### src/rtl/seg7_pkg.sv
// seg7_pkg: shared types, glyph table and slot-phase encoding for the
// seven-segment scan driver. Segment order {g,f,e,d,c,b,a}, 0 = lit.
// Build option: define SEG7_HEX_EN to render nibble codes 10..15 as A,b,C,d,E,F;
// otherwise those codes render blank.
package seg7_pkg;

   typedef logic [6:0] seg7_t;

   localparam seg7_t SEG7_BLANK = 7'h7F;

   localparam seg7_t SEG7_0 = 7'h40;
   localparam seg7_t SEG7_1 = 7'h79;
   localparam seg7_t SEG7_2 = 7'h24;
   localparam seg7_t SEG7_3 = 7'h30;
   localparam seg7_t SEG7_4 = 7'h19;
   localparam seg7_t SEG7_5 = 7'h12;
   localparam seg7_t SEG7_6 = 7'h02;
   localparam seg7_t SEG7_7 = 7'h78;
   localparam seg7_t SEG7_8 = 7'h00;
   localparam seg7_t SEG7_9 = 7'h18;

`ifdef SEG7_HEX_EN
   localparam seg7_t SEG7_A = 7'h08;
   localparam seg7_t SEG7_B = 7'h03;
   localparam seg7_t SEG7_C = 7'h46;
   localparam seg7_t SEG7_D = 7'h21;
   localparam seg7_t SEG7_E = 7'h06;
   localparam seg7_t SEG7_F = 7'h0E;
`endif

   // Dead phase keeps all anodes off at the start of each digit slot.
   typedef enum logic {
      PH_DEAD  = 1'b0,
      PH_DRIVE = 1'b1
   } slot_phase_e;

   // Nibble to segment pattern; anything without a glyph renders blank.
   function automatic seg7_t seg7_glyph(input logic [3:0] nibble);
      seg7_t g;
      case (nibble)
         4'h0:    g = SEG7_0;
         4'h1:    g = SEG7_1;
         4'h2:    g = SEG7_2;
         4'h3:    g = SEG7_3;
         4'h4:    g = SEG7_4;
         4'h5:    g = SEG7_5;
         4'h6:    g = SEG7_6;
         4'h7:    g = SEG7_7;
         4'h8:    g = SEG7_8;
         4'h9:    g = SEG7_9;
`ifdef SEG7_HEX_EN
         4'hA:    g = SEG7_A;
         4'hB:    g = SEG7_B;
         4'hC:    g = SEG7_C;
         4'hD:    g = SEG7_D;
         4'hE:    g = SEG7_E;
         4'hF:    g = SEG7_F;
`endif
         default: g = SEG7_BLANK;
      endcase
      return g;
   endfunction

endpackage

### src/rtl/seg7_scan_driver_if.sv
// seg7_scan_driver_if: bundle between the score/round logic (master) and the
// display scan driver (slave), including the board-side display pins.
interface seg7_scan_driver_if #(
   parameter int NDIG = 4
);
   import seg7_pkg::*;

   logic [4*NDIG-1:0] value;
   logic              load;
   logic [NDIG-1:0]   dp_in;
   logic [NDIG-1:0]   blink_en;
   logic              lz_blank;
   seg7_t             seg_n;
   logic              dp_n;
   logic [NDIG-1:0]   an_n;
   logic              frame_start;

   modport master (
      output value, load, dp_in, blink_en, lz_blank,
      input  seg_n, dp_n, an_n, frame_start
   );

   modport slave (
      input  value, load, dp_in, blink_en, lz_blank,
      output seg_n, dp_n, an_n, frame_start
   );

endinterface

### src/rtl/seg7_decode.sv
// seg7_decode: combinational nibble to segment decoder for the digit currently
// being scanned. Hex rendering follows the SEG7_HEX_EN build option.
module seg7_decode
   import seg7_pkg::*;
(
   input  logic [3:0] nibble,
   output seg7_t      seg
);

   // Pure table lookup.
   always_comb begin
      seg = seg7_glyph(nibble);
   end

endmodule

### src/rtl/seg7_scan_driver.sv
// seg7_scan_driver: time-multiplexed common-anode 7-segment driver with
// frame-atomic value reload, dead time, leading-zero blanking, per-digit
// decimal point and blink. Hex glyphs depend on SEG7_HEX_EN (see seg7_pkg).
module seg7_scan_driver
   import seg7_pkg::*;
#(
   parameter int NDIG         = 4,
   parameter int SCAN_DIV     = 50000,
   parameter int DEAD         = 500,
   parameter int BLINK_FRAMES = 64
) (
   input  logic                clk,
   input  logic                rst,
   seg7_scan_driver_if.slave   bus
);

   localparam int CW = (SCAN_DIV > 1)     ? $clog2(SCAN_DIV)     : 1;
   localparam int IW = (NDIG > 1)         ? $clog2(NDIG)         : 1;
   localparam int BW = (BLINK_FRAMES > 1) ? $clog2(BLINK_FRAMES) : 1;

   localparam logic [CW-1:0] CNT_LAST  = CW'(SCAN_DIV - 1);
   localparam logic [CW-1:0] DEAD_CNT  = CW'(DEAD);
   localparam logic [IW-1:0] IDX_LAST  = IW'(NDIG - 1);
   localparam logic [BW-1:0] BCNT_LAST = BW'(BLINK_FRAMES - 1);

   logic [CW-1:0]     cnt_q, cnt_d;
   logic [IW-1:0]     idx_q, idx_d;
   logic [BW-1:0]     bcnt_q, bcnt_d;
   logic              bphase_q, bphase_d;
   logic [4*NDIG-1:0] disp_val_q, disp_val_d;
   logic [NDIG-1:0]   disp_dp_q, disp_dp_d;
   logic [4*NDIG-1:0] stage_val_q, stage_val_d;
   logic [NDIG-1:0]   stage_dp_q, stage_dp_d;
   logic              pending_q, pending_d;
   seg7_t             seg_q, seg_d;
   logic              dp_n_q, dp_n_d;
   logic [NDIG-1:0]   an_n_q, an_n_d;
   logic              frame_start_q, frame_start_d;

   logic              frame_end;
   slot_phase_e       phase;
   logic [NDIG-1:0]   lz_mask;
   logic [3:0]        nibble_sel;
   logic              dp_sel;
   logic              blink_sel;
   logic              lz_sel;
   logic [NDIG-1:0]   an_sel;
   seg7_t             glyph;

   // Scan counters, staging/display reload and blink phase.
   always_comb begin
      frame_end   = (cnt_q == CNT_LAST) && (idx_q == IDX_LAST);
      cnt_d       = cnt_q + 1'b1;
      idx_d       = idx_q;
      bcnt_d      = bcnt_q;
      bphase_d    = bphase_q;
      disp_val_d  = disp_val_q;
      disp_dp_d   = disp_dp_q;
      stage_val_d = stage_val_q;
      stage_dp_d  = stage_dp_q;
      pending_d   = pending_q;

      if (cnt_q == CNT_LAST) begin
         cnt_d = '0;
         idx_d = (idx_q == IDX_LAST) ? '0 : idx_q + 1'b1;
      end

      if (bus.load) begin
         stage_val_d = bus.value;
         stage_dp_d  = bus.dp_in;
         pending_d   = 1'b1;
      end

      // A load landing on the boundary bypasses staging so it is seen one cycle later.
      if (frame_end) begin
         if (bus.load) begin
            disp_val_d = bus.value;
            disp_dp_d  = bus.dp_in;
         end else if (pending_q) begin
            disp_val_d = stage_val_q;
            disp_dp_d  = stage_dp_q;
         end
         pending_d = 1'b0;

         if (bcnt_q == BCNT_LAST) begin
            bcnt_d   = '0;
            bphase_d = ~bphase_q;
         end else begin
            bcnt_d = bcnt_q + 1'b1;
         end
      end
   end

   // Leading-zero mask and selection of the digit in the current slot.
   always_comb begin
      lz_mask    = '0;
      nibble_sel = '0;
      dp_sel     = 1'b0;
      blink_sel  = 1'b0;
      lz_sel     = 1'b0;
      an_sel     = '1;
      phase      = (cnt_q < DEAD_CNT) ? PH_DEAD : PH_DRIVE;

      for (int unsigned i = 0; i < NDIG; i++) begin
         // Digit i is a leading zero when it and everything above it is zero.
         lz_mask[i] = (i != 0) && ((disp_val_q >> (4 * i)) == '0);
      end

      for (int unsigned i = 0; i < NDIG; i++) begin
         if (idx_q == IW'(i)) begin
            nibble_sel = disp_val_q[4*i +: 4];
            dp_sel     = disp_dp_q[i];
            blink_sel  = bus.blink_en[i];
            lz_sel     = lz_mask[i];
            an_sel[i]  = 1'b0;
         end
      end
   end

   seg7_decode u_decode (
      .nibble (nibble_sel),
      .seg    (glyph)
   );

   // Next values for the registered display pins.
   always_comb begin
      seg_d         = SEG7_BLANK;
      dp_n_d        = 1'b1;
      an_n_d        = '1;
      frame_start_d = (cnt_q == '0) && (idx_q == '0);

      if (phase == PH_DRIVE) begin
         an_n_d = an_sel;
         // Blink blanks the whole digit incl. dp; anode stays driven.
         if (!(bphase_q && blink_sel)) begin
            seg_d  = (lz_sel && bus.lz_blank) ? SEG7_BLANK : glyph;
            dp_n_d = ~dp_sel;
         end
      end
   end

   // State and output registers.
   always_ff @(posedge clk or posedge rst) begin
      if (rst) begin
         cnt_q         <= '0;
         idx_q         <= '0;
         bcnt_q        <= '0;
         bphase_q      <= 1'b0;
         disp_val_q    <= '0;
         disp_dp_q     <= '0;
         stage_val_q   <= '0;
         stage_dp_q    <= '0;
         pending_q     <= 1'b0;
         seg_q         <= SEG7_BLANK;
         dp_n_q        <= 1'b1;
         an_n_q        <= '1;
         frame_start_q <= 1'b0;
      end else begin
         cnt_q         <= cnt_d;
         idx_q         <= idx_d;
         bcnt_q        <= bcnt_d;
         bphase_q      <= bphase_d;
         disp_val_q    <= disp_val_d;
         disp_dp_q     <= disp_dp_d;
         stage_val_q   <= stage_val_d;
         stage_dp_q    <= stage_dp_d;
         pending_q     <= pending_d;
         seg_q         <= seg_d;
         dp_n_q        <= dp_n_d;
         an_n_q        <= an_n_d;
         frame_start_q <= frame_start_d;
      end
   end

   assign bus.seg_n       = seg_q;
   assign bus.dp_n        = dp_n_q;
   assign bus.an_n        = an_n_q;
   assign bus.frame_start = frame_start_q;

endmodule

### src/flat_wrapper.sv
// flat-port wrapper written by rule: the top's interface ports become plain ports
module seg7_scan_driver_flat import seg7_pkg::*;
#(
   parameter int NDIG         = 4,
   parameter int SCAN_DIV     = 50000,
   parameter int DEAD         = 500,
   parameter int BLINK_FRAMES = 64
)
  (clk, rst, bus_value, bus_load, bus_dp_in, bus_blink_en, bus_lz_blank, bus_seg_n, bus_dp_n, bus_an_n, bus_frame_start);
  seg7_scan_driver_if #(.NDIG(NDIG)) bus_i ();
  input  logic clk;
  input  logic rst;
  input wire logic [$bits(bus_i.value)-1:0] bus_value;
  input wire logic [$bits(bus_i.load)-1:0] bus_load;
  input wire logic [$bits(bus_i.dp_in)-1:0] bus_dp_in;
  input wire logic [$bits(bus_i.blink_en)-1:0] bus_blink_en;
  input wire logic [$bits(bus_i.lz_blank)-1:0] bus_lz_blank;
  output wire logic [$bits(bus_i.seg_n)-1:0] bus_seg_n;
  output wire logic [$bits(bus_i.dp_n)-1:0] bus_dp_n;
  output wire logic [$bits(bus_i.an_n)-1:0] bus_an_n;
  output wire logic [$bits(bus_i.frame_start)-1:0] bus_frame_start;
  assign bus_i.value = bus_value;
  assign bus_i.load = bus_load;
  assign bus_i.dp_in = bus_dp_in;
  assign bus_i.blink_en = bus_blink_en;
  assign bus_i.lz_blank = bus_lz_blank;
  assign bus_seg_n = bus_i.seg_n;
  assign bus_dp_n = bus_i.dp_n;
  assign bus_an_n = bus_i.an_n;
  assign bus_frame_start = bus_i.frame_start;
  seg7_scan_driver #(.NDIG(NDIG), .SCAN_DIV(SCAN_DIV), .DEAD(DEAD), .BLINK_FRAMES(BLINK_FRAMES)) u_core (.clk(clk), .rst(rst), .bus(bus_i));
endmodule
### config.mk
export PLATFORM = sky130hd
export DESIGN_NAME = seg7_scan_driver_flat
export DESIGN_NICKNAME = d
export VERILOG_FILES = /design/src/rtl/seg7_pkg.sv /design/src/rtl/seg7_scan_driver_if.sv /design/src/rtl/seg7_decode.sv /design/src/rtl/seg7_scan_driver.sv /design/src/flat_wrapper.sv
export SDC_FILE = /design/constraint.sdc
export NUM_CORES = 1
export LEC_CHECK = 0
export BUFFER_PORTS_ARGS = -buffer_cell sky130_fd_sc_hd__buf_2
export CAP_MARGIN = 10
export CELL_PAD_IN_SITES_DETAIL_PLACEMENT = 1
export CELL_PAD_IN_SITES_GLOBAL_PLACEMENT = 1
export CORE_MARGIN = 1.5
export CORE_UTILIZATION = 43
export DETAILED_ROUTE_END_ITERATION = 12
export PLACE_DENSITY = 0.86
export SLEW_MARGIN = 20
export SYNTH_ARGS = -nofsm -noshare
export SYNTH_HDL_FRONTEND = slang
export SYNTH_HIERARCHICAL = 1
export SYNTH_SLANG_ARGS = --single-unit
### constraint.sdc
create_clock -name clk -period 2.55 [get_ports clk]
set_input_delay 0.1275 -clock clk [delete_from_list [all_inputs] [get_ports clk]]
set_output_delay 0.1275 -clock clk [all_outputs]
set_load 0.01 [all_outputs]
# Word level (Yosys, flattened, before mapping)
# Memories as Yosys holds them, arrays and structs flattened.
# Cells that the tools add are included.
dict set report totals {
  register_bits 79
  rom_bits 112
  inputBits 28
  output_inout_bits 13
  elab_cells 72
  n_memories 1
}
dict set report op_classes {
  add_sub_neg 3
  order_cmp 1
  eq_ne 5
  mux 34
  bitwise_logic 2
  n_reduce_logical 13
}
# memory words word_bits read_ports rd_clocked_by_memory_dff wr line_no
set memory_table {}
lappend memory_table {{(no name shown)} 16 7 1 0 0 seg7_pkg.sv:40} ;# case (nibble)
# cell count
set ops {}
lappend ops {{logical NOT 16 bit} 4}
lappend ops {{2-to-1 mux 16 bit} 3}
lappend ops {{2-to-1 mux 4 bit} 7}
lappend ops {{2-to-1 mux 7 bit} 3}
lappend ops {{2-to-1 mux 1 bit} 19}
lappend ops {{adder 16 x 1 -> 16 bit, second input constant} 1}
lappend ops {{equality test 16 bit, second input constant} 1}
lappend ops {{less-than comparator 16 x 9 -> 1 bit, second input constant} 1}
lappend ops {{adder 6 x 1 -> 6 bit, second input constant} 1}
lappend ops {{equality test 6 bit, second input constant} 1}
lappend ops {{2-to-1 mux 6 bit} 1}
lappend ops {{equality test 2 bit, second input constant} 2}
lappend ops {{logical AND 1 bit} 4}
lappend ops {{AND reduction 2 bit} 2}
lappend ops {{nonzero test 2 bit} 2}
lappend ops {{adder 2 x 1 -> 2 bit, second input constant} 1}
lappend ops {{equality test 2 x 1 -> 1 bit, second input constant} 1}
lappend ops {{logical NOT 2 bit} 1}
lappend ops {{2-to-1 mux 2 bit} 1}
lappend ops {{NOT 1 bit} 2}

# Logic depth before layout (Yosys ltp)
# Gate-level depths: netlist of run 1.
# An unclocked memory read counts as a cell.
dict set report depth {
  ltp_word 9
  ltp_mapped 12
  ltp_nobuf 11
}

# Hierarchy
# The synthesis of run 1 kept the hierarchy.
# module n_inst cells_each area_per_inst_um2 seq_area_each_um2
set modules_own_cells {}
lappend modules_own_cells {seg7_scan_driver 1 273 3532.1 1991.9}
lappend modules_own_cells {seg7_decode 1 31 212.7 0.0}

# Least setup slack after synthesis of run 1
# Ideal clock, no wire load.
dict set report synth_path {
  kind {register to register}
  start {reg u_core.idx_q[1]}
  end {reg u_core.seg_q[0], in the netlist u_core/bus.seg_n[0]}
  setup_time_ps 107
  t_arrival_ps 2543
  required_time_ps 2443
  setup_slack_ps -100
  path_stages_with_launch 13
  n_path_buf 1
  synth_period_minus_slack_ps 2650
  cell_sequence {dfrtp_1 inv_1 ha_1 clkbuf_1 nor2b_1 a221oi_1 o31ai_1 inv_1 ha_1 or2_4 o21ai_2 a21oi_1 nand3b_1}
}
dict set report synth_via {
  elab_chain_len 9
  word_cells_on_any_way 21
  cone_classes {3 x eq/ne; 14 x mux; 3 x reduce/logical; 1 x memory}
}
# element line_no
set synth_lines {}
lappend synth_lines {{start: declaration} seg7_scan_driver.sv:27} ;# logic [IW-1:0] idx_q, idx_d;
lappend synth_lines {{start signal: assignment} seg7_scan_driver.sv:160} ;# idx_q <= idx_d;
lappend synth_lines {{logical NOT 2 bit} seg7_scan_driver.sv:110} ;# if (idx_q == IW'(i)) begin
lappend synth_lines {{2-to-1 mux 4 bit (3 in series)} seg7_scan_driver.sv:110}
lappend synth_lines {{2-to-1 mux 4 bit *} seg7_scan_driver.sv:110}
lappend synth_lines {{net u_core.nibble_sel[1]} seg7_scan_driver.sv:43} ;# logic [3:0] nibble_sel;
lappend synth_lines {{memory read (16 x 7 bit) *} n/a}
lappend synth_lines {{net u_core.glyph[0]} seg7_scan_driver.sv:48} ;# seg7_t glyph;
lappend synth_lines {{2-to-1 mux 7 bit *} seg7_scan_driver.sv:136} ;# seg_d = (lz_sel && bus.lz_blank) ? SEG7_BLANK : glyph;
lappend synth_lines {{2-to-1 mux 7 bit *} seg7_scan_driver.sv:135} ;# if (!(bphase_q && blink_sel)) begin
lappend synth_lines {{2-to-1 mux 7 bit *} seg7_scan_driver.sv:132} ;# if (phase == PH_DRIVE) begin
lappend synth_lines {{net u_core.seg_d[0]} seg7_scan_driver.sv:35} ;# seg7_t seg_q, seg_d;
lappend synth_lines {{end signal: assignment} seg7_scan_driver.sv:168} ;# seg_q <= seg_d;
lappend synth_lines {{end: declaration} seg7_scan_driver.sv:35}
# Mark *: on every way through the listed nets, which the timed path passes. The rest lies on a longest branch.
# A chain may end at the register's enable or synchronous reset.

# Worst setup path in the final report of run 1
dict set report layout_path {
  start {reg u_core.cnt_q[12]}
  end {reg u_core.disp_dp_q[1]}
}
dict set report layout_via {
  elab_chain_len 3
}
# element line_no
set layout_lines {}
lappend layout_lines {{start: declaration} seg7_scan_driver.sv:26} ;# logic [CW-1:0] cnt_q, cnt_d;
lappend layout_lines {{start signal: assignment} seg7_scan_driver.sv:159} ;# cnt_q <= cnt_d;
lappend layout_lines {{equality test 16 bit} seg7_scan_driver.sv:52} ;# frame_end = (cnt_q == CNT_LAST) && (idx_q == IDX_LAST);
lappend layout_lines {{logical AND 1 bit} seg7_scan_driver.sv:52}
lappend layout_lines {{AND reduction 2 bit (no source line)} n/a}
lappend layout_lines {{end signal: assignment} seg7_scan_driver.sv:164} ;# disp_dp_q <= disp_dp_d;
lappend layout_lines {{end: declaration} seg7_scan_driver.sv:31} ;# logic [NDIG-1:0] disp_dp_q, disp_dp_d;
# Every way passes these cells.

==> results of run 1 <==
## flip-flops by register name (all words and copies together) (netlist names)
| register | cells |
|---|---|
| u_core/bus.seg_n | 7 |
| u_core/stage_val_q | 16 |
| u_core/bphase_q | 1 |
| u_core/bus.an_n | 4 |
| u_core/disp_val_q | 16 |
| u_core/stage_dp_q | 4 |
| u_core/idx_q | 2 |
| u_core/cnt_q | 16 |
| u_core/bus.frame_start | 1 |
| u_core/bus.dp_n | 1 |
| u_core/bcnt_q | 6 |
| u_core/pending_q | 1 |
| u_core/disp_dp_q | 4 |
## routing by layer
layer  up-vias  wire, um
met3         6       278
li1       1180         -
met2        40      4693
met4         0        71
met1      1262      3241
met5         -         0
## stage by stage
step	util	setup TNS [ps]	setup WS [ps]	hold slack (ps)	std cells
floorplan	-	0	96.59	289.1	304
global placement	0.4949	0	253.0	389.8	451
detailed placement	0.4949	0	154.8	388.9	451
CTS	0.5210	0	147.3	1.629	469
global route	0.5228	-33.65	-13.08	11.57	470
finish	0.5228	0	163.6	19.94	470
## power breakdown
group	switching, mW	internal, mW
Sequential	0.0194	1.30
Clock	0.451	0.473
Combinational	0.0831	0.0892
Total	0.553	1.86
## repair_timing
action / CTS / global route
hold buffers: 2 / 0
setup endpoints to repair: 0 / 4
buffers inserted: 0 / 1
hold endpoints to repair: 14 / 0
gates resized for setup: 0 / 3
## final timing paths
check | from | endpoint | slack (ps) | cells after the start
max in group asynchronous | rst | u_core/bus.seg_n[2] | 1260 | 4
hold / removal | bus_value[3] | u_core/stage_val_q[3] | 20 | 2
setup reg to reg | u_core/cnt_q[12] | u_core/disp_dp_q[1] | 160 | 4
hold reg to reg | u_core/bcnt_q[4] | u_core/bcnt_q[4] | 500 | 1
min in group asynchronous | rst | u_core/stage_dp_q[3] | 520 | 3
setup / recovery | u_core/cnt_q[12] | u_core/disp_dp_q[1] | 160 | 4
## final cells by class
| cell class | instances | area (um^2) | area share |
|---|---|---|---|
| well taps | 105 | 131.4 | 0.03013 |
| multi-input cells | 203 | 1660 | 0.3808 |
| clock buffers | 10 | 137.6 | 0.03156 |
| repair buffers | 56 | 337.8 | 0.07747 |
| clock inverters | 6 | 60.06 | 0.01377 |
| inverters | 11 | 41.29 | 0.009469 |
| flip-flops and latches | 79 | 1992 | 0.4568 |
## layout by cell type, fill, tap and decap left out, types with 10 or more instances in the layout
master                     netlist  final
sky130_fd_sc_hd__clkbuf_8        0     10
sky130_fd_sc_hd__ha_1           12     10
sky130_fd_sc_hd__mux2_2         21     21
sky130_fd_sc_hd__xor2_1         10     10
sky130_fd_sc_hd__buf_4           0     13
sky130_fd_sc_hd__nor2_1         14     14
sky130_fd_sc_hd__buf_2           0     40
sky130_fd_sc_hd__dfrtp_1        67     67
sky130_fd_sc_hd__dfstp_2        12     12
sky130_fd_sc_hd__mux2_4         20     20
sky130_fd_sc_hd__nand2_1        22     22
## logic make-up after synthesis
| kind of cell | Yosys count |
|---|---|
| buffers and inverters | 22 |
| DFF | 79 |
| AOI/OAI and AO/OA | 36 |
| and+or+nand+nor | 96 |
| adders and majority gates | 12 |
| xor gates and xnor gates | 15 |
| muxes | 44 |
==> results by stage, run 1 <==
Status:
- The run finished with clean final reports.

Power:
- In this run the power density over the cells is 553.1 nW/um^2.
- VDD sags by at most 0.0002914 V.
- The leakage power summed over all cells is 2.035 nW.
- The total power is 2.412 mW.

Logic synthesis:
- The number of standard cells after synthesis is 304.
- In this run, distinct cell masters in the synthesized netlist total 48.
- Of the total synthesized cell area, the portion taken by XOR and XNOR cells is 0.03508.
- Counting flops with an async set or reset pin after synthesis yields a share of 1.000.
- Synthesis produced a netlist with a net count of 344.
- Summing every instance area after synthesis gives 3745 um^2.
- In the post-synthesis netlist, the cell with the most instances is sky130_fd_sc_hd__dfrtp_1.
- The area share of and/or/nand/nor cells after synthesis is 0.1453.
- The average size of a mapped cell is 12.32 um^2.
- For this run, the register share of the synthesized area comes to 0.5319.
- Sorting the synthesized cells by how often they occur yields sky130_fd_sc_hd__dfrtp_1 (67), sky130_fd_sc_hd__nand2_1 (22), sky130_fd_sc_hd__mux2_2 (21).
- Of the total synthesized cell area, the portion taken by full adders, half adders and majority gates is 0.04009.
- The main combinational cell family by area after synthesis is multiplexers.
- The cell accounting for the most synthesized area is sky130_fd_sc_hd__dfrtp_1.
- The multiplexer share of the synthesized area is 0.1520.
- The synthesized design contains 79 register bits.
- Of the post-synthesis cell area, the dominant cell type holds 0.4477.
- The number of flops mapped to enable cells by yosys is 0.
- The warning count from the yosys run is 6.
- The fraction of the mapped netlist area in compound gates is 0.06749.
- In the post-synthesis netlist, the biggest area contributors are sky130_fd_sc_hd__dfrtp_1 (45%), sky130_fd_sc_hd__dfstp_2 (8.4%), sky130_fd_sc_hd__mux2_4 (8.0%).
- Among all flip-flop cells after synthesis, the most frequent one is sky130_fd_sc_hd__dfrtp_1.

Job:
- The number of violations of the max-capacitance limit is 0.

GRT:
- The routing usage on met2 is 0.3862.
- The initial antenna violation count was 0.
- The first-pass GRT wire length is 14160 um.
- Entering global routing, the biggest net connects 46 pins.
- The residual overflow from global routing is 0.
- The most congested layer reported by global routing is met2.
- The met3 demand-to-capacity share in global routing is 0.05450.
- The global-route usage over all layers is 0.2069.
- The via count of the first global-routing pass is 2883.
- The routing usage on met1 is 0.2232.

Worst setup path:
- Together, buffers and inverters on the worst path number 0.
- The worst setup path is of the flop to flop kind.
- Data on the critical path arrives at its endpoint at 2630 ps.
- The peak fanout along the critical path is 20.
- The kind of cell adding the most delay to the critical path is simple AND/OR/NAND/NOR gates.
- The slowest stage of the critical path belongs to the cell sky130_fd_sc_hd__or4_4.
- On the worst path, the slowest cell contributes a delay of 570 ps.
- Walking the worst path, the cells encountered are or4_4 -> or4_1 -> or2_4 -> mux2_4.
- At the worst endpoint, the required time is 2800 ps.
- The critical path launch point type is a flop.
- STA classifies the critical path endpoint as a flop.

STA:
- The worst slew margin relative to its limit is 0.3792.
- The worst-margin pin slew is 929.8 ps.
- Setup violations remaining at the end of the flow were counted as 0.
- The final-report max-slew violation count came to 0.
- On the final layout, the worst clock skew is 7.745 ps.
- Based on the critical path, the design can be clocked at up to 0.4190 GHz.
- Of the available clock period, the critical path in the final layout requires 0.9359.
- The shortest clock period the worst path allows after layout is 2386 ps.
- The number of endpoints with negative hold slack in the final report was 0.

Final layout:
- The signed area change from the synthesized netlist to the final layout is 16.44%.
- 0 antenna diodes ended up in the layout.
- The layout cell share with drive strength beyond 1 is 0.3781.
- The final design area excluding fillers is 4360 um^2.
- The fill cell instance count of the final layout is 883.
- The net count reported at finish is 400.

Floorplan:
- The floorplan die area is 9278 um^2.
- The die is 96.32 um wide.
- The number of rows in the core area is 33.
- The core area is 8341 um^2.
- The boundary pin count is 41.
- For this configuration, the core starts out at a cell density of 0.4490.
- From bottom edge to top edge, the die measures 96.32 um.

Routing:
- The number of nets with antenna violations after routing is 0.
- The overall via count from detail_route is 2488.
- For this block, the routed nets add up to 8285 um of wire.
- In the final routed layout, each cell accounts on average for 17.63 um.
- The detailed router's first-iteration violation count is 76.
- Using the TritonRoute via totals, the vias-per-cell ratio works out to 5.294.
- The number of iterations in the first detailed-routing pass is 4.
- The residual DRC count is 0.

Clock tree:
- The clock tree root driver cell is sky130_fd_sc_hd__clkbuf_8.
- Clock-pin slew was measured on the worst setup and hold paths at 80 ps.
- The clock tree from TritonCTS is built.
- The clock drives 79 sinks.
- The clock network latency to the later pin of the worst-skew pair is 360 ps.
- The number of buffers between clock root and the deepest sink is 2.
- The H-tree generated during clock tree synthesis spans 3 levels.
- The clock buffer count from CTS is 9.

Place:
- The placer congestion estimate is 0.7488.
- The placed instances occupy a cell area of 4128 um^2.
- The post-DP HPWL is 6197 um.
- Buffers placed on the I/O ports in this run total 40.

Hold path:
- The type of the worst min-delay path is primary input to flop.
No activity file was read; power rests on OpenSTA's default activity.
==> run 2: changes to the inputs <==
- CORE_UTILIZATION: 43 -> 45
- clock period: 2.55 -> 2.3 ns (I/O delays scaled with it)
==> run 2 against run 1 <==
The flow now finishes with violations (setup timing). Sequential share of layout area shrank 2.0 points. Register-to-register slack lost 220 ps. Combinational power grew 14%. Utilization grew 3.8 points. Design area grew 4.6%. Total power grew 15%. Flip-flop and latch count is the same. Via count grew 7.6%. Sequential power grew 11%. Die area shrank 4.3%. Cell count grew 3.4%. Largest cell class unchanged. Largest power group unchanged.
==> results by stage, run 2 (synthesis results as in run 1) <==
Floorplan:
- The width of the die is 94.23 um.
- The core area is 8134 um^2.
- During I/O placement, the number of pins put on the boundary was 41.
- The die extent in y is 94.23 um.
- The floorplan die area is 8878 um^2.
- The number of rows in the core area is 33.
- The starting density of the core is 0.4604.

STA:
- The final-report max-slew violation count was 0.
- Across the routed clock network, the largest skew measured is 9.422 ps.
- The worst path in the final design needs a cycle of 2352 ps, including I/O delays and setup.
- Derived from the worst setup path, the maximum achievable clock frequency is 0.4251 GHz.
- In the final timing run, aggregate negative setup slack is -557.1 ps.
- The share of the clock period used by the worst path is 1.023.
- For the pin with the worst max-slew slack, the measured transition is 907.0 ps.
- Headroom to the max-slew limit came out at 0.3902.
- The number of endpoints with negative hold slack in the final report is 0.
- Setup repair after global routing could not meet its margin everywhere.
- Across all hold checks on the routed design, the worst slack comes to 7.744 ps.
- Setup violations remaining at the end of the flow were counted as 20.
- Setup slack on the critical path of the routed design comes to -52.24 ps.

Clock tree:
- In this run the clock root is driven by a sky130_fd_sc_hd__clkbuf_8.
- Buffers inserted during clock tree synthesis total 9.
- The H-tree was split into 3 levels.
- The clock network latency to the later pin of the worst-skew pair is 360 ps.
- The clock tree from TritonCTS is built.
- Clock-pin slew was measured on the worst setup and hold paths at 80 ps.
- The number of sinks on the clock net is 79.
- The number of buffers between clock root and the deepest sink is 2.

Final layout:
- The fill cell instance count of the final layout is 855.
- Summing all multi-input logic gate instances after layout gives 1764 um^2.
- The net count of the finished layout is 416.
- In the layout the commonest cells are sky130_fd_sc_hd__dfrtp_1 (67), sky130_fd_sc_hd__buf_2 (40), sky130_fd_sc_hd__buf_4 (27).
- The layout cell share with drive strength beyond 1 is 0.4409.
- The core utilization of the finished layout is 0.5608.
- With fillers left out, the area of the finished cells amounts to 4562 um^2.
- The count of inserted antenna diode cells is 0.
- The signed area change from the synthesized netlist to the final layout is 21.82%.
- In the final layout, flip-flops and latches occupy 1992 um^2.
- The post-layout instance count excluding filler cells is 486.
- The library cell used most frequently in the layout, excluding fill and tap cells, is sky130_fd_sc_hd__dfrtp_1.
- In the final layout, the registers with the most flip-flops are u_core/cnt_q x16, u_core/disp_val_q x16, u_core/stage_val_q x16.

Worst setup path:
- The peak fanout along the critical path is 5.
- The worst setup path is of the flop to flop kind.
- The critical path launch point type is a flop.
- The worst setup path is captured at a flop.
- At the worst endpoint, the required time is 2540 ps.
- The signal arrival time at the worst endpoint is 2590 ps.

Routing:
- The average wire per cell in the routed design is 19.40 um.
- The number of vias per cell is 5.506.
- The number of iterations in the first detailed-routing pass is 4.
- The post-detailed-routing wire length is 9428 um.
- The detailed router's first-iteration violation count is 72.
- The overall via count from detail_route is 2676.
- The detail route stage leaves a number of antenna-violating nets equal to 0.
- The residual DRC count is 0.

Power:
- The switching power of the nets is 0.6375 mW.
- In this run the power density over the cells is 605.7 nW/um^2.
- The worst vdd rail ir drop is 0.0003549 V.
- Internal power comes to 2.126 mW.
- The combinational share of power is 0.071.
- Summed over all cells, the static leakage comes to 2.148 nW.
- Of the total power, the share spent switching nets is 0.2307.
- The clock network fraction of total power is 0.401.
- Of the total power, registers draw 0.528.

Job:
- The number of violations of the max-capacitance limit is 0.

Hold path:
- The type of the worst min-delay path is primary input to flop.

GRT:
- The via count of the first global-routing pass is 2959.
- The pin count of the biggest net entering global routing is 49.
- The global-route usage over all layers is 0.2260.
- The residual overflow from global routing is 0.
- The initial antenna violation count came to 0.
- The first-pass GRT wire length is 14880 um.

Place:
- The post-placement cell area is 4192 um^2.
- Detailed placement ended at an HPWL of 6260 um.
- The number of port buffers is 40.
- The congestion estimate from routability-driven global placement came to 0.8409.
- The number of placed instances, taps included is 459.

Status:
- The final reports fail on setup timing.
- The run finished, with violations left.
## run 2: cell types whose count changed in the layout (fill, tap and decap cells not counted), moves of 2 or more
cell and delta:
sky130_fd_sc_hd__ha_2 +2, sky130_fd_sc_hd__a221oi_1 -2, sky130_fd_sc_hd__o31ai_2 +2, sky130_fd_sc_hd__clkbuf_8 +2, sky130_fd_sc_hd__or2_4 +3, sky130_fd_sc_hd__clkinvlp_4 -2
sky130_fd_sc_hd__o31ai_1 -3, sky130_fd_sc_hd__inv_2 +3, sky130_fd_sc_hd__a221oi_2 +2, sky130_fd_sc_hd__inv_1 -3, sky130_fd_sc_hd__buf_4 +14, sky130_fd_sc_hd__ha_1 -3
## run 2: final timing paths
| check | slack, ps | startpoint | to | cells after the start |
|---|---|---|---|---|
| setup / recovery | -50 | u_core/idx_q[1] | u_core/disp_val_q[11] | 5 |
| hold / removal | 8 | bus_value[14] | u_core/stage_val_q[14] | 2 |
| setup reg to reg | -50 | u_core/idx_q[1] | u_core/disp_val_q[11] | 5 |
| hold reg to reg | 490 | u_core/bcnt_q[4] | u_core/bcnt_q[4] | 1 |
| max in group asynchronous | 1410 | rst | u_core/disp_val_q[10] | 4 |
| min in group asynchronous | 400 | rst | u_core/pending_q | 4 |
## run 2: cell type report
cell class / instances / area share
Clock inverter: 3 / 0.008777
Timing Repair Buffer: 69 / 0.09298
Inverter: 11 / 0.009051
Sequential cell: 79 / 0.4366
Multi-Input combinational cell: 206 / 0.3867
Clock buffer: 13 / 0.03703
Tap cell: 105 / 0.02880
## run 2: what timing repair did
action	CTS	global route
gates resized for setup	7	14
hold buffers	1	0
pin swaps	2	5
setup buffers	1	6
endpoints found under the setup margin	27	27
endpoints found under the hold margin	67	0
cloned	2	1
## run 2: routing by layer
metal,GRT usage,up-vias,share of wire
met1,0.2678,1344,0.40
met3,0.04612,33,0.032
met4,0.1032,0,0.046
met5,0,-,0
met2,0.3915,80,0.52
li1,-,1219,-
## run 2: stage by stage
stage                     total power [mW]  setup WS (ps)
after floorplan                      1.602          6.402
after global placement               1.662          43.61
after detailed placement             1.676         -112.8
after CTS                            2.768         -12.62
after global routing                 2.857         -99.33
final                                2.763         -52.24
## run 2: power groups by stage
stage	sequential, mW	combinational (mW)	clock, mW
after global placement	1.48	0.180	0
after detailed placement	1.49	0.190	0
after CTS	1.46	0.192	1.12
after floorplan	1.48	0.126	0
final	1.46	0.196	1.11
after global routing	1.47	0.216	1.18
## run 2: critical path: stages, from the launching register on
cell                      delay [ps]
sky130_fd_sc_hd__dfrtp_1         420
sky130_fd_sc_hd__ha_2            210
sky130_fd_sc_hd__or4b_4          460
sky130_fd_sc_hd__or4_4           490
sky130_fd_sc_hd__or2_4           320
sky130_fd_sc_hd__mux2_4          330
==> run 3: changes to the inputs <==
- RECOVER_POWER: default -> 100
- SLEW_MARGIN: 20 -> default
==> run 3 against run 2 <==
Setup slack gained 2.1 ps. The run ends with capacitance limit, slew limit, setup timing left. Register-to-register slack is essentially flat. Combinational power shrank 4%. Sequential power is essentially flat.
==> results by stage, run 3 (synthesis results as in run 1) <==
Floorplan:
- The floorplan step set the die width to 94.23 um.
- The boundary pin count is 41.
- The floorplan has 33 rows.
- The die covers 8878 um^2.
- The core area is 8134 um^2.
- The die extent in y is 94.23 um.
- The starting density of the core is 0.4604.

Power:
- Of the total power, registers draw 0.530.
- The power density over the cells is 607.5 nW/um^2.
- The internal power is 2.118 mW.
- Of the total power, the share spent switching nets is 0.2306.
- Of the total power, combinational logic draws 0.068.
- The switching power of the nets is 0.6346 mW.
- The worst-case IR drop observed on VDD is 0.0003520 V.
- Overall power consumption after layout is estimated at 2.752 mW.
- The clock network fraction of total power is 0.402.
- For this design the static power due to leakage is 2.120 nW.

Final layout:
- The largest registers in the layout are u_core/cnt_q x16, u_core/disp_val_q x16, u_core/stage_val_q x16.
- In the final design database the tool counted 416 nets.
- Compared with the post-synthesis result, the final layout area differs by 20.98%.
- The layout has 860 filler cells.
- The post-layout instance count excluding filler cells is 486.
- The number of antenna diodes in the final layout is 0.
- The most frequent standard cell in the layout excluding fill and tap cells is sky130_fd_sc_hd__dfrtp_1.
- For this run, the share of the core covered by cells in the final layout is 0.5570.
- The library cells used most frequently in the layout, excluding fill and tap cells, are sky130_fd_sc_hd__dfrtp_1 (67), sky130_fd_sc_hd__buf_2 (26), sky130_fd_sc_hd__buf_4 (23).
- Summing all multi-input logic gate instances after layout gives 1764 um^2.
- Across the whole layout, storage elements account for 1992 um^2.
- In the final layout, the share of cells above drive strength 1 is 0.3622.

Clock tree:
- Counting every sink on the clock net gives 79.
- At the later pin of the worst-skew pair, clock insertion delay measures 360 ps.
- The clock tree from TritonCTS is built.
- The clock buffer count from CTS is 9.
- Clock-pin slew was measured on the worst setup and hold paths at 90 ps.
- The longest clock path from root to sink contains 2 buffers.
- CTS built an H-tree with a depth of 3.
- The clock tree root driver cell is sky130_fd_sc_hd__clkbuf_8.

GRT:
- The via count of the first global-routing pass is 2959.
- The initial antenna violation count is 0.
- The first global-routing pass estimated 14880 um of wire.
- In the global route stage, overall resource usage came out at 0.2260.
- The residual overflow from global routing is 0.
- The pin count of the biggest net entering global routing is 49.

Place:
- In this run, placement finished with an instance count of 459.
- The pre-CTS worst setup slack is -112.8 ps.
- The placer congestion estimate is 0.8409.
- The post-DP HPWL is 6260 um.
- The number of port buffers is 40.

STA:
- The worst-margin pin slew is 1695 ps.
- The worst hold slack is 6.937 ps.
- The setup skew after layout is 9.916 ps.
- The setup-violating endpoint count in the final report is 20.
- The number of endpoints with negative hold slack in the final report is 0.
- The final-report max-slew violation count is 32.
- The peak clock frequency supported by timing is 0.4255 GHz.
- Of the available clock period, the critical path in the final layout requires 1.022.
- The shortest clock period the worst path allows after layout is 2350 ps.
- Headroom to the max-slew limit came out at -0.1298.
- Setup slack on the critical path of the routed design comes to -50.11 ps.
- Setup repair after global routing could not meet its margin everywhere.

Hold path:
- The type of the worst min-delay path is primary input to flop.

Routing:
- In this run, the number of DRC markers left after iteration 0 of detailed routing was 52.
- Dividing the detail-routed via count by the number of cells gives 5.471.
- The overall via count from detail_route is 2659.
- The count of nets left with antenna violations once routing finished came out at 0.
- The number of iterations in the first detailed-routing pass is 4.
- The routed design has 9411 um of wire.
- After detailed routing, the average wire length per cell comes to 19.36 um.
- For this run, design rule violations remaining after detail routing come to 0.

Status:
- The flow ran to the end, but the final reports show violations.
- The final reports fail on capacitance limit, slew limit, setup timing.

Worst setup path:
- The signal arrival time at the worst endpoint is 2590 ps.
- The critical setup path kind is flop to flop.
- Along the worst path, the maximum fanout reaches 5.
- The buffering stage count on the worst path with inverters included is 0.
- Walking the worst path, the cells encountered are ha_2 -> or4b_4 -> or4_4 -> or2_4 -> mux2_4.
- The kind of cell adding the most delay to the critical path is simple AND/OR/NAND/NOR gates.
- For this design, the slowest cell found on the critical path is sky130_fd_sc_hd__or4_4.
- The worst setup path is captured at a flop.
- The required time of the critical path is 2540 ps.
- The delay contributed by the slowest stage of the critical path is 490 ps.
- The worst setup path is launched from a flop.

Job:
- The number of violations of the max-capacitance limit is 1.
-- run 3: changes by cell type in the layout (fill, tap and decap cells not counted) --
| cell | delta |
|---|---|
| sky130_fd_sc_hd__o21ai_0 | +1 |
| sky130_fd_sc_hd__buf_4 | -4 |
| sky130_fd_sc_hd__mux2_1 | +12 |
| sky130_fd_sc_hd__inv_1 | +1 |
| sky130_fd_sc_hd__clkbuf_1 | +17 |
| sky130_fd_sc_hd__o21ai_1 | -1 |
| sky130_fd_sc_hd__inv_2 | -1 |
| sky130_fd_sc_hd__mux2_2 | -12 |
| sky130_fd_sc_hd__buf_2 | -14 |
| sky130_fd_sc_hd__clkbuf_2 | +1 |
-- run 3: metal layers --
metal	GRT usage	vias up	wire length, um
li1	-	1222	-
met1	0.2678	1354	3799
met2	0.3915	54	4934
met3	0.04612	29	261
met4	0.1032	0	416
met5	0	-	0
-- run 3: layout make-up --
| class | count | share of cell area |
|---|---|---|
| Tap cell | 105 | 0.02900 |
| Inverter | 11 | 0.009113 |
| Timing Repair Buffer | 69 | 0.08672 |
| Sequential cell | 79 | 0.4397 |
| Clock buffer | 13 | 0.03728 |
| Multi-Input combinational cell | 206 | 0.3894 |
| Clock inverter | 3 | 0.008837 |
-- run 3: power by group through the flow --
stage | clock (mW) | combinational (mW) | sequential [mW]
after floorplan | 0 | 0.126 | 1.48
after global placement | 0 | 0.180 | 1.48
after detailed placement | 0 | 0.190 | 1.49
after CTS | 1.12 | 0.192 | 1.46
after global routing | 1.18 | 0.207 | 1.47
final | 1.11 | 0.188 | 1.46
-- run 3: worst register-to-register path, stage by stage (launching register included) --
cell and delay (ps):
sky130_fd_sc_hd__dfrtp_1 420, sky130_fd_sc_hd__ha_2 210, sky130_fd_sc_hd__or4b_4 460, sky130_fd_sc_hd__or4_4 490
sky130_fd_sc_hd__or2_4 320, sky130_fd_sc_hd__mux2_4 330
-- run 3: stage by stage --
stage | TNS, ps | cell area [um^2]
floorplan | 0 | 3777
global placement | 0 | 4192
detailed placement | -732.0 | 4192
CTS | -106.3 | 4457
global route | -1756 | 4531
finish | -500.6 | 4531
-- run 3: path summary, 6_finish.rpt --
check / depth (start not counted) / to / slack [ps] / from
min in group asynchronous: 4 / u_core/cnt_q[11] / 730 / rst
hold reg to reg: 1 / u_core/bcnt_q[4] / 490 / u_core/bcnt_q[4]
hold / removal: 2 / u_core/stage_val_q[14] / 7 / bus_value[14]
setup reg to reg: 5 / u_core/disp_val_q[11] / -50 / u_core/idx_q[1]
setup / recovery: 5 / u_core/disp_val_q[11] / -50 / u_core/idx_q[1]
max in group asynchronous: 4 / u_core/disp_dp_q[0] / 400 / rst
-- run 3: repair_timing --
item / 4_1_cts / 5_1_grt
hold buffers: 1 / 0
buffers inserted: 1 / 6
endpoints found under the setup margin: 27 / 27
resized for setup: 7 / 14
gates cloned: 2 / 1
hold endpoints to repair: 67 / 0
pin swaps: 2 / 5
